## src/rtl/pipeline_ctrl_if.sv

```systemverilog
// -----------------------------------------------------------------------------
// pipeline_ctrl_if
//   Bundle of every signal exchanged between the pipeline sequencing
//   controller and the datapath.
//
//   Parameter:
//     STALL_CNT_W  width of the stall-cycle counter
//
//   Datapath -> controller:
//     ihit, dhit                 instruction / data access completes this cycle
//     memcuDRE, memcuDWE         MEM stage holds a load / store
//     memcuHALT                  MEM stage holds a halt
//     exBranchTaken              EX stage resolved a redirect
//     exMemToReg, exwsel         EX stage load flag and destination register
//     idrs, idrt                 ID stage source registers
//   Controller -> datapath:
//     imemREN                    instruction read request
//     pcW, ifidW, idexW, exmemW, memwbW     latch write enables
//     ifidRST, idexRST, exmemRST, memwbRST  latch flushes
//     halt                       sticky halt flag
//     stall_cnt                  saturating count of cycles with pcW=0
//
//   Modports: master = controller side, slave = datapath side.
// -----------------------------------------------------------------------------
interface pipeline_ctrl_if #(
  parameter int STALL_CNT_W = 16
);
  logic                   ihit;
  logic                   dhit;
  logic                   memcuDRE;
  logic                   memcuDWE;
  logic                   memcuHALT;
  logic                   exBranchTaken;
  logic                   exMemToReg;
  logic [4:0]             exwsel;
  logic [4:0]             idrs;
  logic [4:0]             idrt;

  logic                   imemREN;
  logic                   pcW;
  logic                   ifidW;
  logic                   idexW;
  logic                   exmemW;
  logic                   memwbW;
  logic                   ifidRST;
  logic                   idexRST;
  logic                   exmemRST;
  logic                   memwbRST;
  logic                   halt;
  logic [STALL_CNT_W-1:0] stall_cnt;

  modport master (
    input  ihit, dhit, memcuDRE, memcuDWE, memcuHALT, exBranchTaken,
           exMemToReg, exwsel, idrs, idrt,
    output imemREN, pcW, ifidW, idexW, exmemW, memwbW,
           ifidRST, idexRST, exmemRST, memwbRST, halt, stall_cnt
  );

  modport slave (
    output ihit, dhit, memcuDRE, memcuDWE, memcuHALT, exBranchTaken,
           exMemToReg, exwsel, idrs, idrt,
    input  imemREN, pcW, ifidW, idexW, exmemW, memwbW,
           ifidRST, idexRST, exmemRST, memwbRST, halt, stall_cnt
  );
endinterface

```

## src/rtl/pipeline_ctrl.sv

```systemverilog
// -----------------------------------------------------------------------------
// pipeline_ctrl
//   Sequencing controller for the five-stage pipeline. Produces write-enable
//   and flush controls for the PC and the IF/ID, ID/EX, EX/MEM, MEM/WB
//   latches, arbitrates the shared memory port (data wins), inserts load-use
//   bubbles, flushes wrong-path instructions on a taken redirect, latches
//   halt and counts stalled cycles (saturating).
//
//   Ports:
//     CLK  clock, rising edge
//     RST  synchronous active-high reset
//     bus  pipeline_ctrl_if.master (all datapath handshake/control signals)
//
//   Optional feature: define LOADUSE_STALL_EN to enable load-use detection
//   and bubbling. Left undefined, a MEM forwarding path is assumed to cover
//   load results and the load-use inputs are ignored.
//
//   All control outputs are combinational from state and current inputs;
//   halt, state and stall_cnt update on the edge ending the deciding cycle.
// -----------------------------------------------------------------------------
module pipeline_ctrl #(
  parameter int STALL_CNT_W = 16
) (
  input  logic                 CLK,
  input  logic                 RST,
  pipeline_ctrl_if.master      bus
);

  typedef enum logic [1:0] {
    RUN    = 2'd0,
    DWAIT  = 2'd1,
    HALTED = 2'd2
  } state_t;

  state_t                 state_q, state_d;
  logic                   halt_q, halt_d;
  logic [STALL_CNT_W-1:0] stall_cnt_q, stall_cnt_d;

  logic dreq;
  logic loaduse;

  assign dreq = bus.memcuDRE | bus.memcuDWE;

`ifdef LOADUSE_STALL_EN
  assign loaduse = bus.exMemToReg && (bus.exwsel != 5'd0) &&
                   ((bus.exwsel == bus.idrs) || (bus.exwsel == bus.idrt));
`else
  // Forwarding covers load results; these inputs are intentionally unused.
  logic unused_loaduse_inputs;
  assign unused_loaduse_inputs = ^{bus.exMemToReg, bus.exwsel, bus.idrs, bus.idrt};
  assign loaduse = 1'b0;
`endif

  // Data access always owns the shared port; nothing is fetched once halted.
  assign bus.imemREN   = (state_q != HALTED) && !dreq;
  // Reserved for exception handling; never flushes in this revision.
  assign bus.memwbRST  = 1'b0;
  assign bus.halt      = halt_q;
  assign bus.stall_cnt = stall_cnt_q;

  // Next-state and latch-control decision. The latches give W priority over
  // RST, so every flush below is issued with that latch's W held at 0.
  always_comb begin
    // NOTE: every output of this block gets a default first so no path can
    // leave one unassigned and infer a latch.
    state_d      = state_q;
    halt_d       = halt_q;
    bus.pcW      = 1'b0;
    bus.ifidW    = 1'b0;
    bus.idexW    = 1'b0;
    bus.exmemW   = 1'b0;
    bus.memwbW   = 1'b0;
    bus.ifidRST  = 1'b0;
    bus.idexRST  = 1'b0;
    bus.exmemRST = 1'b0;

    if (state_q == HALTED) begin
      state_d = HALTED;
    end else if (state_q == RUN && bus.memcuHALT) begin
      state_d = HALTED;
      halt_d  = 1'b1;
    end else if (dreq && !bus.dhit) begin
      state_d = DWAIT;
    end else if (dreq) begin
      // Data access done: retire MEM into WB, bubble EX/MEM, hold front end.
      state_d      = RUN;
      bus.memwbW   = 1'b1;
      bus.exmemRST = 1'b1;
    end else if (!bus.ihit) begin
      state_d      = RUN;
      bus.memwbW   = 1'b1;
      bus.exmemRST = 1'b1;
    end else if (bus.exBranchTaken) begin
      // Redirect: kill the two wrong-path instructions in IF/ID and ID/EX.
      state_d     = RUN;
      bus.pcW     = 1'b1;
      bus.exmemW  = 1'b1;
      bus.memwbW  = 1'b1;
      bus.ifidRST = 1'b1;
      bus.idexRST = 1'b1;
    end else if (loaduse) begin
      // Hold PC and IF/ID, push a bubble into ID/EX behind the load.
      state_d     = RUN;
      bus.exmemW  = 1'b1;
      bus.memwbW  = 1'b1;
      bus.idexRST = 1'b1;
    end else begin
      state_d    = RUN;
      bus.pcW    = 1'b1;
      bus.ifidW  = 1'b1;
      bus.idexW  = 1'b1;
      bus.exmemW = 1'b1;
      bus.memwbW = 1'b1;
    end
  end

  // Stall counter saturates at all-ones and freezes once halted.
  always_comb begin
    stall_cnt_d = stall_cnt_q;
    if (state_q != HALTED && !bus.pcW && stall_cnt_q != '1)
      stall_cnt_d = stall_cnt_q + 1'b1;
  end

  always_ff @(posedge CLK) begin
    // NOTE: state registers use non-blocking assignments so every flop
    // samples the pre-edge values regardless of statement order.
    if (RST) begin
      state_q     <= RUN;
      halt_q      <= 1'b0;
      stall_cnt_q <= '0;
    end else begin
      state_q     <= state_d;
      halt_q      <= halt_d;
      stall_cnt_q <= stall_cnt_d;
    end
  end

endmodule
```

## src/flat_wrapper.sv

```systemverilog
// flat-port wrapper written by rule: the top's interface ports become plain ports
module pipeline_ctrl_flat 
#(
  parameter int STALL_CNT_W = 16
)
  (CLK, RST, bus_ihit, bus_dhit, bus_memcuDRE, bus_memcuDWE, bus_memcuHALT, bus_exBranchTaken, bus_exMemToReg, bus_exwsel, bus_idrs, bus_idrt, bus_imemREN, bus_pcW, bus_ifidW, bus_idexW, bus_exmemW, bus_memwbW, bus_ifidRST, bus_idexRST, bus_exmemRST, bus_memwbRST, bus_halt, bus_stall_cnt);
  pipeline_ctrl_if #(.STALL_CNT_W(STALL_CNT_W)) bus_i ();
  input  logic CLK;
  input  logic RST;
  input wire logic [$bits(bus_i.ihit)-1:0] bus_ihit;
  input wire logic [$bits(bus_i.dhit)-1:0] bus_dhit;
  input wire logic [$bits(bus_i.memcuDRE)-1:0] bus_memcuDRE;
  input wire logic [$bits(bus_i.memcuDWE)-1:0] bus_memcuDWE;
  input wire logic [$bits(bus_i.memcuHALT)-1:0] bus_memcuHALT;
  input wire logic [$bits(bus_i.exBranchTaken)-1:0] bus_exBranchTaken;
  input wire logic [$bits(bus_i.exMemToReg)-1:0] bus_exMemToReg;
  input wire logic [$bits(bus_i.exwsel)-1:0] bus_exwsel;
  input wire logic [$bits(bus_i.idrs)-1:0] bus_idrs;
  input wire logic [$bits(bus_i.idrt)-1:0] bus_idrt;
  output wire logic [$bits(bus_i.imemREN)-1:0] bus_imemREN;
  output wire logic [$bits(bus_i.pcW)-1:0] bus_pcW;
  output wire logic [$bits(bus_i.ifidW)-1:0] bus_ifidW;
  output wire logic [$bits(bus_i.idexW)-1:0] bus_idexW;
  output wire logic [$bits(bus_i.exmemW)-1:0] bus_exmemW;
  output wire logic [$bits(bus_i.memwbW)-1:0] bus_memwbW;
  output wire logic [$bits(bus_i.ifidRST)-1:0] bus_ifidRST;
  output wire logic [$bits(bus_i.idexRST)-1:0] bus_idexRST;
  output wire logic [$bits(bus_i.exmemRST)-1:0] bus_exmemRST;
  output wire logic [$bits(bus_i.memwbRST)-1:0] bus_memwbRST;
  output wire logic [$bits(bus_i.halt)-1:0] bus_halt;
  output wire logic [$bits(bus_i.stall_cnt)-1:0] bus_stall_cnt;
  assign bus_i.ihit = bus_ihit;
  assign bus_i.dhit = bus_dhit;
  assign bus_i.memcuDRE = bus_memcuDRE;
  assign bus_i.memcuDWE = bus_memcuDWE;
  assign bus_i.memcuHALT = bus_memcuHALT;
  assign bus_i.exBranchTaken = bus_exBranchTaken;
  assign bus_i.exMemToReg = bus_exMemToReg;
  assign bus_i.exwsel = bus_exwsel;
  assign bus_i.idrs = bus_idrs;
  assign bus_i.idrt = bus_idrt;
  assign bus_imemREN = bus_i.imemREN;
  assign bus_pcW = bus_i.pcW;
  assign bus_ifidW = bus_i.ifidW;
  assign bus_idexW = bus_i.idexW;
  assign bus_exmemW = bus_i.exmemW;
  assign bus_memwbW = bus_i.memwbW;
  assign bus_ifidRST = bus_i.ifidRST;
  assign bus_idexRST = bus_i.idexRST;
  assign bus_exmemRST = bus_i.exmemRST;
  assign bus_memwbRST = bus_i.memwbRST;
  assign bus_halt = bus_i.halt;
  assign bus_stall_cnt = bus_i.stall_cnt;
  pipeline_ctrl #(.STALL_CNT_W(STALL_CNT_W)) u_core (.CLK(CLK), .RST(RST), .bus(bus_i));
endmodule
```

## config.mk

```make
export PLATFORM = sky130hd
export DESIGN_NAME = pipeline_ctrl_flat
export DESIGN_NICKNAME = d
export VERILOG_FILES = /design/src/rtl/pipeline_ctrl_if.sv /design/src/rtl/pipeline_ctrl.sv /design/src/flat_wrapper.sv
export SDC_FILE = /design/constraint.sdc
export NUM_CORES = 1
export LEC_CHECK = 0
export ABC_CLOCK_PERIOD_IN_PS = 1800
export BUFFER_PORTS_ARGS = -buffer_cell sky130_fd_sc_hd__buf_4
export CAP_MARGIN = 30
export CORE_AREA = 2 2 59 61
export CTS_CLUSTER_SIZE = 28
export DETAILED_ROUTE_END_ITERATION = 16
export DIE_AREA = 0 0 61 63
export HOLD_SLACK_MARGIN = 0.06
export PLACE_DENSITY_LB_ADDON = 0.12
export SYNTH_ARGS = -nofsm -noshare
export SYNTH_HDL_FRONTEND = slang
export SYNTH_SLANG_ARGS = --single-unit
```

## constraint.sdc

```tcl
create_clock -name CLK -period 1.8 [get_ports CLK]
set_input_delay 0.09 -clock CLK [delete_from_list [all_inputs] [get_ports CLK]]
set_output_delay 0.09 -clock CLK [all_outputs]
set_load 0.02 [all_outputs]
```

==> impl_results.md <==
- Status: finished clean
- GRT met3 Usage: 0.02277
- CTS root buf: clkbuf_4
- Ports: 51
- Most instantiated cells after synthesis: 19 x dfxtp_1, 13 x nor2_1, 9 x a21oi_1
- Worst hold-check path type: in -> reg
- Post-Route Skew: 0.009596 ns
- Reg clk slew, reported paths: 0.12 ns
- Hold Vio Cnt, Final: 0
- Top_reg_cell synth: dfxtp_1
- Dpl hpwl: 2.059 mm
- Routed WL per cell: 12.16 um
- Total CTS buffers: 3
- Critical Path RT: 2.01 ns
- Final Slew Violations: 0
- Cells along the critical path: nand4_4 > or4_4 > nor4_4 > mux2_2
- Critical path class: reg -> reg
- Antenna diodes: 0
- Hold buffers post-CTS: 0
- PortBufs: 33
- Post-Syn Nets: 155
- Cell Area, Synth: 1077 um^2
- Count leader, synth: dfxtp_1
- Post-synth EDFFs: 0
- Syn_area_per_cell: 8.287 um^2
- CP max FO: 5
- Routed wire length: 2.650 mm
- TritonCTS clock tree: yes
- Post-route cell area: 1516 um^2
- Top post-synthesis cells by area: dfxtp_1 35%, mux2_2 5.2%, nor2_1 4.5%
- Gpl congestion: 0.7605
- Layout cells sized above 1: 0.4128
- Cell area power density: 515.9 nW/um^2
- Sequential share of the synthesized area: 0.3531
- Leading area contributor after synthesis: dfxtp_1
- Post-synth cell types: 38
- DRC: 0
- Worst Setup End Kind: flip-flop
- FFs w/ async S/R, synth: 0
- Fmax: 575.4 MHz
- Die ar.: 3843 um^2
- Maximum vdd ir drop: 0.0002603 V
- Vias per cell: 5.064
- Core area: 3232 um^2
- Met1 Usage GRT: 0.1808
- Vias in the first global route: 1,017
- Die Span X: 61 um
- Row Count: 21
- GR Util met2: 0.2527
- Ys Warns: 0
- Maxcap violations: 0
- Global-route wire length before repair: 4.395 mm
- Postcts setup bufs: 0
- P&R area growth vs syn: 40.77%
- Most Used Layer, Global Route: met2
- Chip Height: 63 um
- Largest net degree at the start of global routing: 24
- Synth top area share: 0.3531
- Final worst path period share: 0.9656
- Slowest CP cell: or4_4
- Synth Instances: 130
- Clk buf depth: 2
- Starting Density: 0.3333
- Fin crit period: 1.738 ns
- Slowest cell delay on critical path: 0.57 ns
- Yosys reg bits: 19
- RSZ-0062 raised after global routing: false
- CP Launch Type: flip-flop
- Sink Count: 19
- Via count: 1,104
- Worst EP arrival: 1.94 ns
- First-pass detailed-route iteration total: 4
- Layout Nets: 198
- Placed inst area: 1476 um^2
- Pleak: 0.0006193 uW
- Drt first-iter violations: 29
- Gr usage total: 0.1482
- Routed Antenna Nets: 0
- Final setup viols: 0
- H-tree levels: 1
- Clock latency on the worst-skew pair: 0.30 ns
- Gr ovfl total: 0
- Initial antenna violation count: 0
- Fin Setup TNS: 0 ns
logic make-up after synthesis:
logic type	Yosys count	synth area share
muxes	5	0.05226
and+or+nand+nor	66	0.3658
buffers and inverters	13	0.06156
DFF	19	0.3531
AOI/OAI and AO/OA	25	0.1522
adders and majority gates	1	0.01161
other	1	0.003481
per-stage QoR:
stage          instances  utilization  power, uW  hold slack [ns]  worst slack, ns
2_1_floorplan        130            -      515.8           0.2764         0.003543
3_3_place_gp         214       0.4568      568.4           0.4283          0.04211
3_5_place_dp         214       0.4568      571.9           0.4292          0.03663
4_1_cts              218       0.4650      802.0          0.09078          0.01763
5_1_grt              218       0.4692      835.1          0.09588         0.001538
6_report             218       0.4692      782.4           0.1073          0.06200
per-layer routing:
metal	vias up	part of all wire
li1	564	-
met1	511	0.44
met2	27	0.50
met3	2	0.054
met4	0	0.0087
met5	-	0
timing repair:
item	in CTS	in global routing
endpoints found under the setup margin	0	4
resized for setup	0	2
hold endpoints to repair	0	0
where the power goes:
part	leakage, uW	switching, uW	internal, uW
clock	0.0000150	135	86.3
sequential	0.000161	6.79	423
combinational	0.000444	71.5	59.9
total	0.000619	213	569
cells in the final DEF, fill, tap and decap left out, types with 2 or more instances in the layout:
cell and instances:
and3_1 2, nor2_1 13, dfxtp_4 6, and2_1 4, inv_1 5, o31ai_1 4, nand4_1 3, dfxtp_1 10
or3_1 4, nor2b_1 6, o21ai_0 4, nand3_1 4, or2_2 2, nor4_4 2, or4_1 4, o41ai_1 2
buf_4 46, a21oi_1 9, nor3_1 5, dfxtp_2 3, nor4_1 3, nand2_1 5, nand2b_1 2, mux2_2 5
clkbuf_4 3
layout make-up:
class,count,area (um^2)
multi-input cells,98,661.9
inverters,5,18.77
fillers,323,1715
repair buffers,46,345.3
flip-flops and latches,19,406.6
well taps,46,57.56
clock buffers,4,26.28
worst paths after layout:
path                                               start                        to  slack, ns  cells after the start
worst max-delay path            u_core.bus.stall_cnt[10]  u_core.bus.stall_cnt[15]       0.06                      4
worst max register to register  u_core.bus.stall_cnt[10]  u_core.bus.stall_cnt[15]       0.06                      4
worst min-delay path                            bus_dhit         u_core.state_q[0]       0.11                      3
worst min register to register           u_core.bus.halt           u_core.bus.halt       0.46                      2
state kept, by name, indices dropped and copies added, names as in the netlist:
register and cells:
u_core.bus.stall_cnt 16, u_core.state_q 2, u_core.bus.halt 1
critical path, delay by kind of cell, from the launching register on:
family | cells | cell delay [ns]
simple gates | 3 | 0.90
flops | 1 | 0.40
mux | 1 | 0.35
Note: power is estimated with default switching activity, not from simulation.
